### config.mk
export PLATFORM = sky130hd
export DESIGN_NAME = cache_control_flat
export DESIGN_NICKNAME = d
export VERILOG_FILES = /design/src/rtl/cache_control_pkg.sv /design/src/rtl/cache_control_if.sv /design/src/rtl/cache_control_way_ctrl.sv /design/src/rtl/cache_control.sv /design/src/flat_wrapper.sv
export SDC_FILE = /design/constraint.sdc
export NUM_CORES = 1
export LEC_CHECK = 0
export CAP_MARGIN = 20
export CORE_AREA = 2 2 39 41
export DETAILED_ROUTE_END_ITERATION = 12
export DIE_AREA = 0 0 41 43
export PLACE_DENSITY = 0.67
export REMOVE_ABC_BUFFERS = 1
export SYNTH_ARGS = -nofsm -noshare
export SYNTH_HDL_FRONTEND = slang
export SYNTH_SLANG_ARGS = --single-unit
### constraint.sdc
create_clock -name clk -period 1.7 [get_ports clk]
set_input_delay 0.34 -clock clk [delete_from_list [all_inputs] [get_ports clk]]
set_output_delay 0.34 -clock clk [all_outputs]
set_load 0.05 [all_outputs]
### src/rtl/cache_control_pkg.sv
// Shared types and geometry for the 2-way set-associative L1 cache.
// Used by the sequencing FSM, its way decoder and the cache datapath.
package cache_types;

  localparam int NUM_WAYS    = 2;
  localparam int LINE_BITS   = 256;
  localparam int SET_BITS    = 3;
  localparam int OFFSET_BITS = 5;

  // Sequencing states of the cache controller.
  typedef enum logic [1:0] {
    HIT_CHECK = 2'd0,
    WRITEBACK = 2'd1,
    ALLOCATE  = 2'd2
  } state_t;

  // With two ways, the LRU bit after an access names the way not just used.
  function automatic logic other_way(input logic way);
    return ~way;
  endfunction

endpackage

### src/rtl/cache_control_if.sv
// Bundle of CPU request, pmem handshake, datapath status and datapath
// control signals around the cache controller.
// master: the controller. slave: the CPU/pmem/datapath environment.
interface cache_control_if;

  // Requests and status into the controller
  logic mem_read;
  logic mem_write;
  logic hit0;
  logic hit1;
  logic dirty0;
  logic dirty1;
  logic lru;
  logic pmem_resp;

  // Responses and datapath controls out of the controller
  logic mem_resp;
  logic pmem_read;
  logic pmem_write;
  logic pmem_addr_sel;
  logic data_sel;
  logic way_sel;
  logic load_data0;
  logic load_data1;
  logic load_tag0;
  logic load_tag1;
  logic set_dirty0;
  logic set_dirty1;
  logic clr_dirty0;
  logic clr_dirty1;
  logic load_lru;
  logic lru_in;

  modport master (
    input  mem_read, mem_write, hit0, hit1, dirty0, dirty1, lru, pmem_resp,
    output mem_resp, pmem_read, pmem_write, pmem_addr_sel, data_sel, way_sel,
           load_data0, load_data1, load_tag0, load_tag1,
           set_dirty0, set_dirty1, clr_dirty0, clr_dirty1,
           load_lru, lru_in
  );

  modport slave (
    output mem_read, mem_write, hit0, hit1, dirty0, dirty1, lru, pmem_resp,
    input  mem_resp, pmem_read, pmem_write, pmem_addr_sel, data_sel, way_sel,
           load_data0, load_data1, load_tag0, load_tag1,
           set_dirty0, set_dirty1, clr_dirty0, clr_dirty1,
           load_lru, lru_in
  );

endinterface

### src/rtl/cache_control_way_ctrl.sv
// Way decoder: turns way-agnostic array commands from the FSM into
// per-way strobes for the data, tag/valid and dirty arrays.
module cache_way_ctrl
  import cache_types::*;
(
  input  logic                way_i,
  input  logic                load_data_i,
  input  logic                load_tag_i,
  input  logic                set_dirty_i,
  input  logic                clr_dirty_i,
  output logic [NUM_WAYS-1:0] load_data_o,
  output logic [NUM_WAYS-1:0] load_tag_o,
  output logic [NUM_WAYS-1:0] set_dirty_o,
  output logic [NUM_WAYS-1:0] clr_dirty_o
);

  // One decode slice per way; a strobe fires only for the selected way.
  for (genvar gi = 0; gi < NUM_WAYS; gi++) begin : g_way
    logic sel;
    assign sel            = (way_i == 1'(gi));
    assign load_data_o[gi] = load_data_i & sel;
    assign load_tag_o[gi]  = load_tag_i  & sel;
    assign set_dirty_o[gi] = set_dirty_i & sel;
    assign clr_dirty_o[gi] = clr_dirty_i & sel;
  end

endmodule

### src/rtl/cache_control.sv
// Sequencing FSM of the write-back/write-allocate L1 cache. Decides hit,
// writeback and allocate sequencing and drives the datapath's array and
// mux controls; it never sees data or addresses itself.
module cache_control
  import cache_types::*;
(
  input  logic            clk,
  input  logic            rst,
  cache_control_if.master bus
);

  state_t state_q, state_d;
  logic   victim_q, victim_d;   // way being evicted/refilled during a miss

  logic req, is_write, hit_any, hit_way, victim_dirty;

  // Way-agnostic controls produced by the FSM
  logic mem_resp, pmem_read, pmem_write, pmem_addr_sel, data_sel, way_sel;
  logic load_data, load_tag, set_dirty, clr_dirty, load_lru, lru_in;

  logic [NUM_WAYS-1:0] load_data_w, load_tag_w, set_dirty_w, clr_dirty_w;

  // A simultaneous read+write is served as a write; a double hit goes to way 0.
  assign req          = bus.mem_read | bus.mem_write;
  assign is_write     = bus.mem_write;
  assign hit_any      = bus.hit0 | bus.hit1;
  assign hit_way      = bus.hit0 ? 1'b0 : 1'b1;
  assign victim_dirty = bus.lru ? bus.dirty1 : bus.dirty0;

  // State and latched victim register
  always_ff @(posedge clk) begin
    if (rst) begin
      state_q  <= HIT_CHECK;
      victim_q <= 1'b0;
    end else begin
      state_q  <= state_d;
      victim_q <= victim_d;
    end
  end

  // Next state and Moore/Mealy control outputs
  always_comb begin
    state_d       = state_q;
    victim_d      = victim_q;
    mem_resp      = 1'b0;
    pmem_read     = 1'b0;
    pmem_write    = 1'b0;
    pmem_addr_sel = 1'b0;
    data_sel      = 1'b0;
    way_sel       = 1'b0;
    load_data     = 1'b0;
    load_tag      = 1'b0;
    set_dirty     = 1'b0;
    clr_dirty     = 1'b0;
    load_lru      = 1'b0;
    lru_in        = 1'b0;

    case (state_q)
      HIT_CHECK: begin
        // pmem_resp is ignored here; only a CPU request moves the FSM.
        if (req) begin
          if (hit_any) begin
            mem_resp = 1'b1;
            way_sel  = hit_way;
            load_lru = 1'b1;
            lru_in   = other_way(hit_way);
            if (is_write) begin
              // data_sel stays 0: the merged CPU-write line is stored.
              load_data = 1'b1;
              set_dirty = 1'b1;
            end
          end else begin
            // Latch the victim now so a changing lru cannot redirect the miss.
            victim_d = bus.lru;
            state_d  = victim_dirty ? WRITEBACK : ALLOCATE;
          end
        end
      end

      WRITEBACK: begin
        pmem_write    = 1'b1;
        pmem_addr_sel = 1'b1;
        way_sel       = victim_q;
        if (bus.pmem_resp) begin
          clr_dirty = 1'b1;
          state_d   = ALLOCATE;
        end
      end

      ALLOCATE: begin
        pmem_read = 1'b1;
        way_sel   = victim_q;
        if (bus.pmem_resp) begin
          // Refill: the request is retried from HIT_CHECK and then hits.
          data_sel  = 1'b1;
          load_data = 1'b1;
          load_tag  = 1'b1;
          clr_dirty = 1'b1;
          state_d   = HIT_CHECK;
        end
      end

      default: state_d = HIT_CHECK;
    endcase
  end

  cache_way_ctrl u_way_ctrl (
    .way_i       (way_sel),
    .load_data_i (load_data),
    .load_tag_i  (load_tag),
    .set_dirty_i (set_dirty),
    .clr_dirty_i (clr_dirty),
    .load_data_o (load_data_w),
    .load_tag_o  (load_tag_w),
    .set_dirty_o (set_dirty_w),
    .clr_dirty_o (clr_dirty_w)
  );

  assign bus.mem_resp      = mem_resp;
  assign bus.pmem_read     = pmem_read;
  assign bus.pmem_write    = pmem_write;
  assign bus.pmem_addr_sel = pmem_addr_sel;
  assign bus.data_sel      = data_sel;
  assign bus.way_sel       = way_sel;
  assign bus.load_data0    = load_data_w[0];
  assign bus.load_data1    = load_data_w[1];
  assign bus.load_tag0     = load_tag_w[0];
  assign bus.load_tag1     = load_tag_w[1];
  assign bus.set_dirty0    = set_dirty_w[0];
  assign bus.set_dirty1    = set_dirty_w[1];
  assign bus.clr_dirty0    = clr_dirty_w[0];
  assign bus.clr_dirty1    = clr_dirty_w[1];
  assign bus.load_lru      = load_lru;
  assign bus.lru_in        = lru_in;

endmodule

### src/flat_wrapper.sv
// flat-port wrapper written by rule: the top's interface ports become plain ports
module cache_control_flat import cache_types::*;
  (clk, rst, bus_mem_read, bus_mem_write, bus_hit0, bus_hit1, bus_dirty0, bus_dirty1, bus_lru, bus_pmem_resp, bus_mem_resp, bus_pmem_read, bus_pmem_write, bus_pmem_addr_sel, bus_data_sel, bus_way_sel, bus_load_data0, bus_load_data1, bus_load_tag0, bus_load_tag1, bus_set_dirty0, bus_set_dirty1, bus_clr_dirty0, bus_clr_dirty1, bus_load_lru, bus_lru_in);
  cache_control_if bus_i ();
  input  logic clk;
  input  logic rst;
  input wire logic [$bits(bus_i.mem_read)-1:0] bus_mem_read;
  input wire logic [$bits(bus_i.mem_write)-1:0] bus_mem_write;
  input wire logic [$bits(bus_i.hit0)-1:0] bus_hit0;
  input wire logic [$bits(bus_i.hit1)-1:0] bus_hit1;
  input wire logic [$bits(bus_i.dirty0)-1:0] bus_dirty0;
  input wire logic [$bits(bus_i.dirty1)-1:0] bus_dirty1;
  input wire logic [$bits(bus_i.lru)-1:0] bus_lru;
  input wire logic [$bits(bus_i.pmem_resp)-1:0] bus_pmem_resp;
  output wire logic [$bits(bus_i.mem_resp)-1:0] bus_mem_resp;
  output wire logic [$bits(bus_i.pmem_read)-1:0] bus_pmem_read;
  output wire logic [$bits(bus_i.pmem_write)-1:0] bus_pmem_write;
  output wire logic [$bits(bus_i.pmem_addr_sel)-1:0] bus_pmem_addr_sel;
  output wire logic [$bits(bus_i.data_sel)-1:0] bus_data_sel;
  output wire logic [$bits(bus_i.way_sel)-1:0] bus_way_sel;
  output wire logic [$bits(bus_i.load_data0)-1:0] bus_load_data0;
  output wire logic [$bits(bus_i.load_data1)-1:0] bus_load_data1;
  output wire logic [$bits(bus_i.load_tag0)-1:0] bus_load_tag0;
  output wire logic [$bits(bus_i.load_tag1)-1:0] bus_load_tag1;
  output wire logic [$bits(bus_i.set_dirty0)-1:0] bus_set_dirty0;
  output wire logic [$bits(bus_i.set_dirty1)-1:0] bus_set_dirty1;
  output wire logic [$bits(bus_i.clr_dirty0)-1:0] bus_clr_dirty0;
  output wire logic [$bits(bus_i.clr_dirty1)-1:0] bus_clr_dirty1;
  output wire logic [$bits(bus_i.load_lru)-1:0] bus_load_lru;
  output wire logic [$bits(bus_i.lru_in)-1:0] bus_lru_in;
  assign bus_i.mem_read = bus_mem_read;
  assign bus_i.mem_write = bus_mem_write;
  assign bus_i.hit0 = bus_hit0;
  assign bus_i.hit1 = bus_hit1;
  assign bus_i.dirty0 = bus_dirty0;
  assign bus_i.dirty1 = bus_dirty1;
  assign bus_i.lru = bus_lru;
  assign bus_i.pmem_resp = bus_pmem_resp;
  assign bus_mem_resp = bus_i.mem_resp;
  assign bus_pmem_read = bus_i.pmem_read;
  assign bus_pmem_write = bus_i.pmem_write;
  assign bus_pmem_addr_sel = bus_i.pmem_addr_sel;
  assign bus_data_sel = bus_i.data_sel;
  assign bus_way_sel = bus_i.way_sel;
  assign bus_load_data0 = bus_i.load_data0;
  assign bus_load_data1 = bus_i.load_data1;
  assign bus_load_tag0 = bus_i.load_tag0;
  assign bus_load_tag1 = bus_i.load_tag1;
  assign bus_set_dirty0 = bus_i.set_dirty0;
  assign bus_set_dirty1 = bus_i.set_dirty1;
  assign bus_clr_dirty0 = bus_i.clr_dirty0;
  assign bus_clr_dirty1 = bus_i.clr_dirty1;
  assign bus_load_lru = bus_i.load_lru;
  assign bus_lru_in = bus_i.lru_in;
  cache_control u_core (.clk(clk), .rst(rst), .bus(bus_i));
endmodule
==> results.toml, run 1 <==
[setup_path]
path_cells = "inv_2, ha_4, buf_6, o211ai_1, buf_4, nor3_4, buf_12"
cp_slowest_cell = "dfxtp_2"
crit_buf_inv = 4
crit_required_ns = 1.36
crit_type = "flip-flop to primary output"
cp-end-kind = "primary output"
cpPeakStageDelay_ns = 0.32
arrival_ns = 1.56
cpLargestDelayFamily = "buffers and inverters"
critical_path.max_fanout = 3
start_kind = "flip-flop"

[die]
design.core.area_sq_um = 1380
dieArea_sq_um = 1760
fp-row-count = 14
initial_core_util = 0.272
ios = 26
die-height_microns = 43
die_w_microns = 41

[finish]
fillers = 75
nNetsFinal = 116
final_cells = 117
drive_above_1_share = 0.733
fin_util = 0.854
area.growth.synth_to_final_pct = 214
diodes = 0

[sta]
final_hold_viol_count = 0
fmax_mhz = 526
slew_violations = 0
fin_skew_ns = 0.00164
setup_slack_ns = -0.200
setup_viol = 11
rsz0062_at_grt = "yes"
fin_crit_ns = 1.90
tightest_slew_ns = 0.319
maxSlewHeadroom = 0.785
period_share = 1.12

[worst_hold_path]
hp-class = "flip-flop to flip-flop"

[synthesis]
ys_seq_area_frac = 0.159
synth.top_cell.area_share = 0.159
synth.area.top_cells = "dfxtp_1, ha_1, a21oi_1, inv_1, nor3_1"
ys.flop_type = "dfxtp_1"
netlist_area_sq_um = 377
synthDistinctLibCells = 29
ys_ff_latch = 3
synth-edff-count = 0
syn_inst = 50
synth_area_leader_cell = "dfxtp_1"
avgSynthCellArea_sq_um = 7.53
synth_commonest_cells = "a21oi_1, inv_1, ha_1"
yosysWarnings = 0
async_flop_share = 0

[grt]
grt_max_degree = 7
grt_pass1_wl_microns = 2300
grt_pass1_vias = 569
gr-total-overflow = 0
grt_usage = 0.185
antenna_found_initial = 0

[route]
totalWireLength_microns = 1780
via_count = 589
first_pass_iters = 2
drc = 0
drt_iter0_drc = 1
wire_per_inst_microns = 15.2
vias_per_cell = 5.03
postRouteAntennaNets = 0

[cts]
cts-root-buf = "clkbuf_4"
cts.reportedPaths.clkPinSlew_ns = 0.03
ctsHoldBuffers = 0
cts_tree = "done"
numCtsBuffers = 3
cts.path.max_buffers = 2
clk_latency_ns = 0.23
clock-sinks = 3
h-tree-depth = 1

[place]
gp_congestion = 0.802
placed_cells = 107
dpl.hpwl_microns = 1030
io_buffers = 25

[run_status]
status = "finished, violations left"
violations = "setup timing"

[power]
p_seq_frac = 0.065
peakVddDrop_mv = 0.997
clockPowerShare = 0.078
p_per_area_nw_per_um2 = 1300
p_sw_frac = 0.456
switchingPower_uw = 702
power_frac_comb = 0.856
power_leakage_uw = 0.000488
p_int_uw = 836

[run]
drv_cap = 0
==> path summary, 6_finish.rpt <==
path / endpoint / start / cells past startpoint / slack [ns]
min: u_core.victim_q / u_core.victim_q / 2 / 0.56
max reg2reg: u_core.state_q[1] / u_core.state_q[0] / 8 / 0.03
min reg2reg: u_core.victim_q / u_core.victim_q / 2 / 0.56
max: bus_set_dirty1 / u_core.state_q[0] / 7 / -0.20
==> sequential cells by signal, summed over array words and instances, names as in the netlist <==
| register | flops |
|---|---|
| u_core.state_q | 2 |
| u_core.victim_q | 1 |
==> cell type report <==
| cell class | instances | area [sq um] | area share |
|---|---|---|---|
| sequential | 3 | 62.6 | 0.0529 |
| tap | 16 | 20.0 | 0.0169 |
| clock buffer | 4 | 26.3 | 0.0222 |
| timing repair buffer | 49 | 597 | 0.505 |
| inverter | 5 | 22.5 | 0.0190 |
| multi-input combinational | 40 | 454 | 0.384 |
==> timing repair <==
action / CTS / global route
pin swaps: 14 / 4
gates cloned: 0 / 0
buffers inserted: 2 / 7
gates resized for setup: 33 / 14
setup endpoints to repair: 13 / 15
==> worst reg2reg max path, cell delays in order (launching register included) <==
cell and delay (ns):
dfxtp_2 0.32, inv_2 0.08, ha_4 0.15, buf_6 0.10
buf_4 0.10, buf_4 0.11, or3b_1 0.37, and3_4 0.20
a211oi_2 0.16
==> cells by family after synthesis <==
group / count (synthesis) / synth area share
simple gates: 17 / 0.259
compound gates: 18 / 0.329
flops: 3 / 0.159
fa+ha+maj: 4 / 0.133
mux: 1 / 0.0299
buf+inv: 7 / 0.0897
==> per-layer routing <==
metal,vias up,global-route usage,wire length (microns)
met5,-,0,0
met4,0,0.0600,14
met3,2,0.0105,65
met2,21,0.350,1010
met1,279,0.197,694
li1,287,-,-
==> per-stage QoR <==
stage          cell area, sq um  hold slack (ns)  setup WS, ns  total power (uW)  setup TNS, ns
5_1_grt                    1180            0.595        -0.246              1620          -2.06
6_report                   1180            0.558        -0.200              1540          -1.49
2_1_floorplan               362            0.405        -0.911               593          -6.85
3_3_place_gp                927            0.502        -0.339              1130          -3.25
4_1_cts                    1060            0.541        -0.149              1380          -1.06
3_5_place_dp                927            0.526        -0.374              1140          -3.51
==> layout by cell type, fill, tap and decap left out, types with 2 or more instances in the layout <==
cell / instances
and2_4: 2
a21oi_2: 2
nor3_4: 3
dfxtp_2: 2
buf_12: 16
a21oi_4: 2
dlygate4sd2_1: 4
clkbuf_4: 3
clkdlybuf4s50_1: 5
buf_4: 21
buf_6: 3
ha_4: 4
inv_2: 3
==> power groups by stage <==
stage | combinational (uW) | clock (uW) | sequential (uW)
floorplan | 495 | 0 | 98.0
global placement | 1030 | 0 | 93.4
detailed placement | 1040 | 0 | 93.7
CTS | 1160 | 127 | 98.0
global route | 1380 | 137 | 101
finish | 1320 | 121 | 101
No activity file was read; power rests on OpenSTA's default activity.
==> inputs of run 2 (changes only) <==
--- a/config.mk
+++ b/config.mk
@@ -7,10 +7,13 @@
 export LEC_CHECK = 0
 export CAP_MARGIN = 20
 export CORE_AREA = 2 2 39 41
+export CTS_BUF_LIST = sky130_fd_sc_hd__clkbuf_4
 export DETAILED_ROUTE_END_ITERATION = 12
 export DIE_AREA = 0 0 41 43
 export PLACE_DENSITY = 0.67
 export REMOVE_ABC_BUFFERS = 1
+export SKIP_LAST_GASP = 1
+export SLEW_MARGIN = 20
 export SYNTH_ARGS = -nofsm -noshare
 export SYNTH_HDL_FRONTEND = slang
 export SYNTH_SLANG_ARGS = --single-unit
==> run 2 against run 1 <==
The run still ends with setup timing left; hold slack got worse by 0.0022 ns; power rose by 0.20%; clock skew fell by 0.0015 ns; largest cell class unchanged.
==> results.toml, run 2 (synthesized netlist as in run 1, its figures left out) <==
[setup_path]
start_kind = "flip-flop"
crit_buf_inv = 4
cpPeakStageDelay_ns = 0.31
arrival_ns = 1.54
critical_path.max_fanout = 3
crit_type = "flip-flop to primary output"
cp_slowest_cell = "dfxtp_2"
path_cells = "inv_2, ha_4, buf_6, o211ai_1, buf_4, nor3_4, buf_12"
crit_required_ns = 1.36
reg2reg_from = "u_core.state_q[1]"
ff2ff_setup_slack_ns = 0.07
crit_start = "u_core.state_q[1]"
cp-end-kind = "primary output"
cpLargestDelayFamily = "buffers and inverters"

[place]
io_buffers = 25
dpl.hpwl_microns = 1030
gp_congestion = 0.802

[die]
die-height_microns = 43
design.core.area_sq_um = 1380
die_w_microns = 41
ios = 26
dieArea_sq_um = 1760
initial_core_util = 0.272
fp-row-count = 14

[route]
via_count = 577
drc = 0
wire_per_inst_microns = 14.0
vias_per_cell = 4.93
totalWireLength_microns = 1630
postRouteAntennaNets = 0
drt_iter0_drc = 2
first_pass_iters = 4

[finish]
drive_above_1_share = 0.743
mostFrequentLayoutCell = "buf_4"
largest_register_ffs = 2
fin_util = 0.857
diodes = 0
regMostFlops = "u_core.state_q"
final_cell_mix = "buf_4, buf_12, clkdlybuf4s50_1"
area.growth.synth_to_final_pct = 215
top_regs = "u_core.state_q: 2 flops, u_core.victim_q: 1 flops"
nNetsFinal = 116

[cts]
clock-sinks = 3
clk_latency_ns = 0.23
cts.path.max_buffers = 2
cts.reportedPaths.clkPinSlew_ns = 0.03
h-tree-depth = 1
cts-root-buf = "clkbuf_4"
numCtsBuffers = 3
cts_tree = "done"

[sta]
final_hold_viol_count = 0
tightest_slew_ns = 0.323
setup_slack_ns = -0.176
fmax_mhz = 533
hold_slack_ns = 0.556
period_share = 1.10
rsz0062_at_grt = "yes"
setup_viol = 11
fin_skew_ns = 0.000118
fin_crit_ns = 1.88
maxSlewHeadroom = 0.783
slew_violations = 0

[power]
power_uw = 1540
peakVddDrop_mv = 0.983
power_leakage_uw = 0.000491
p_per_area_nw_per_um2 = 1300

[worst_hold_path]
hp-start = "u_core.victim_q"
hp-class = "flip-flop to flip-flop"

[run_status]
status = "finished, violations left"
violations = "setup timing"

[grt]
grt_pass1_vias = 567
gr-total-overflow = 0
antenna_found_initial = 0
grt_usage = 0.187
grt_pass1_wl_microns = 2330
grt_max_degree = 7

[run]
drv_cap = 0
-- run 2: cell types whose count changed in the layout (fill, tap and decap cells not counted) --
cell      before  now
clkbuf_1       1    0
clkbuf_4       3    4
-- run 2: path summary, 6_finish.rpt --
path                            end  depth (start not counted)
setup / recovery     bus_set_dirty1                          7
hold / removal      u_core.victim_q                          2
setup reg to reg  u_core.state_q[1]                          8
hold reg to reg     u_core.victim_q                          2
-- run 2: final cells by class --
cell class	instances	area, sq um
Multi-Input combinational cell	40	454
Tap cell	16	20.0
Timing Repair Buffer	49	597
Inverter	5	22.5
Sequential cell	3	62.6
Clock buffer	4	30.0
Fill cell	79	198
-- run 2: timing repair --
action	in CTS	in global routing
pin swaps	13	5
hold buffers	0	0
gates resized for setup	33	14
buffers inserted	2	7
endpoints found under the setup margin	13	15
-- run 2: routing by layer --
metal	track usage	share of wire
met2	0.350	0.57
met5	0	0
met4	0.0600	0
met3	0.0105	0.041
met1	0.204	0.39
-- run 2: per-stage QoR --
stage                     setup TNS, ns  cell area, sq um  worst slack [ns]  instances
after floorplan                   -6.85               362            -0.911         48
after global placement            -3.25               927            -0.339        107
after detailed placement          -3.51               927            -0.374        107
after CTS                         -1.09              1060            -0.149        111
after global routing              -1.85              1190            -0.235        117
final                             -1.21              1190            -0.176        117
-- run 2: power breakdown --
group	internal, uW	leakage, uW	switching (uW)	total (uW)
clock	104	0.0000184	34.2	138
sequential	88.1	0.0000253	10.5	98.6
combinational	660	0.000448	644	1300
-- run 2: worst register-to-register path: stages, from the launching register on --
cell      delay (ns)
dfxtp_2         0.31
inv_2           0.07
ha_4            0.15
buf_6           0.10
buf_4           0.09
buf_4           0.10
or3b_1          0.37
and3_4          0.20
a211oi_2        0.16
==> inputs of run 3 (changes only) <==
--- a/config.mk
+++ b/config.mk
@@ -13,7 +13,6 @@
 export PLACE_DENSITY = 0.67
 export REMOVE_ABC_BUFFERS = 1
 export SKIP_LAST_GASP = 1
-export SLEW_MARGIN = 20
 export SYNTH_ARGS = -nofsm -noshare
 export SYNTH_HDL_FRONTEND = slang
 export SYNTH_SLANG_ARGS = --single-unit
==> results of run 3 <==
The final DEF is identical to that of run 2; final timing and power are the same.
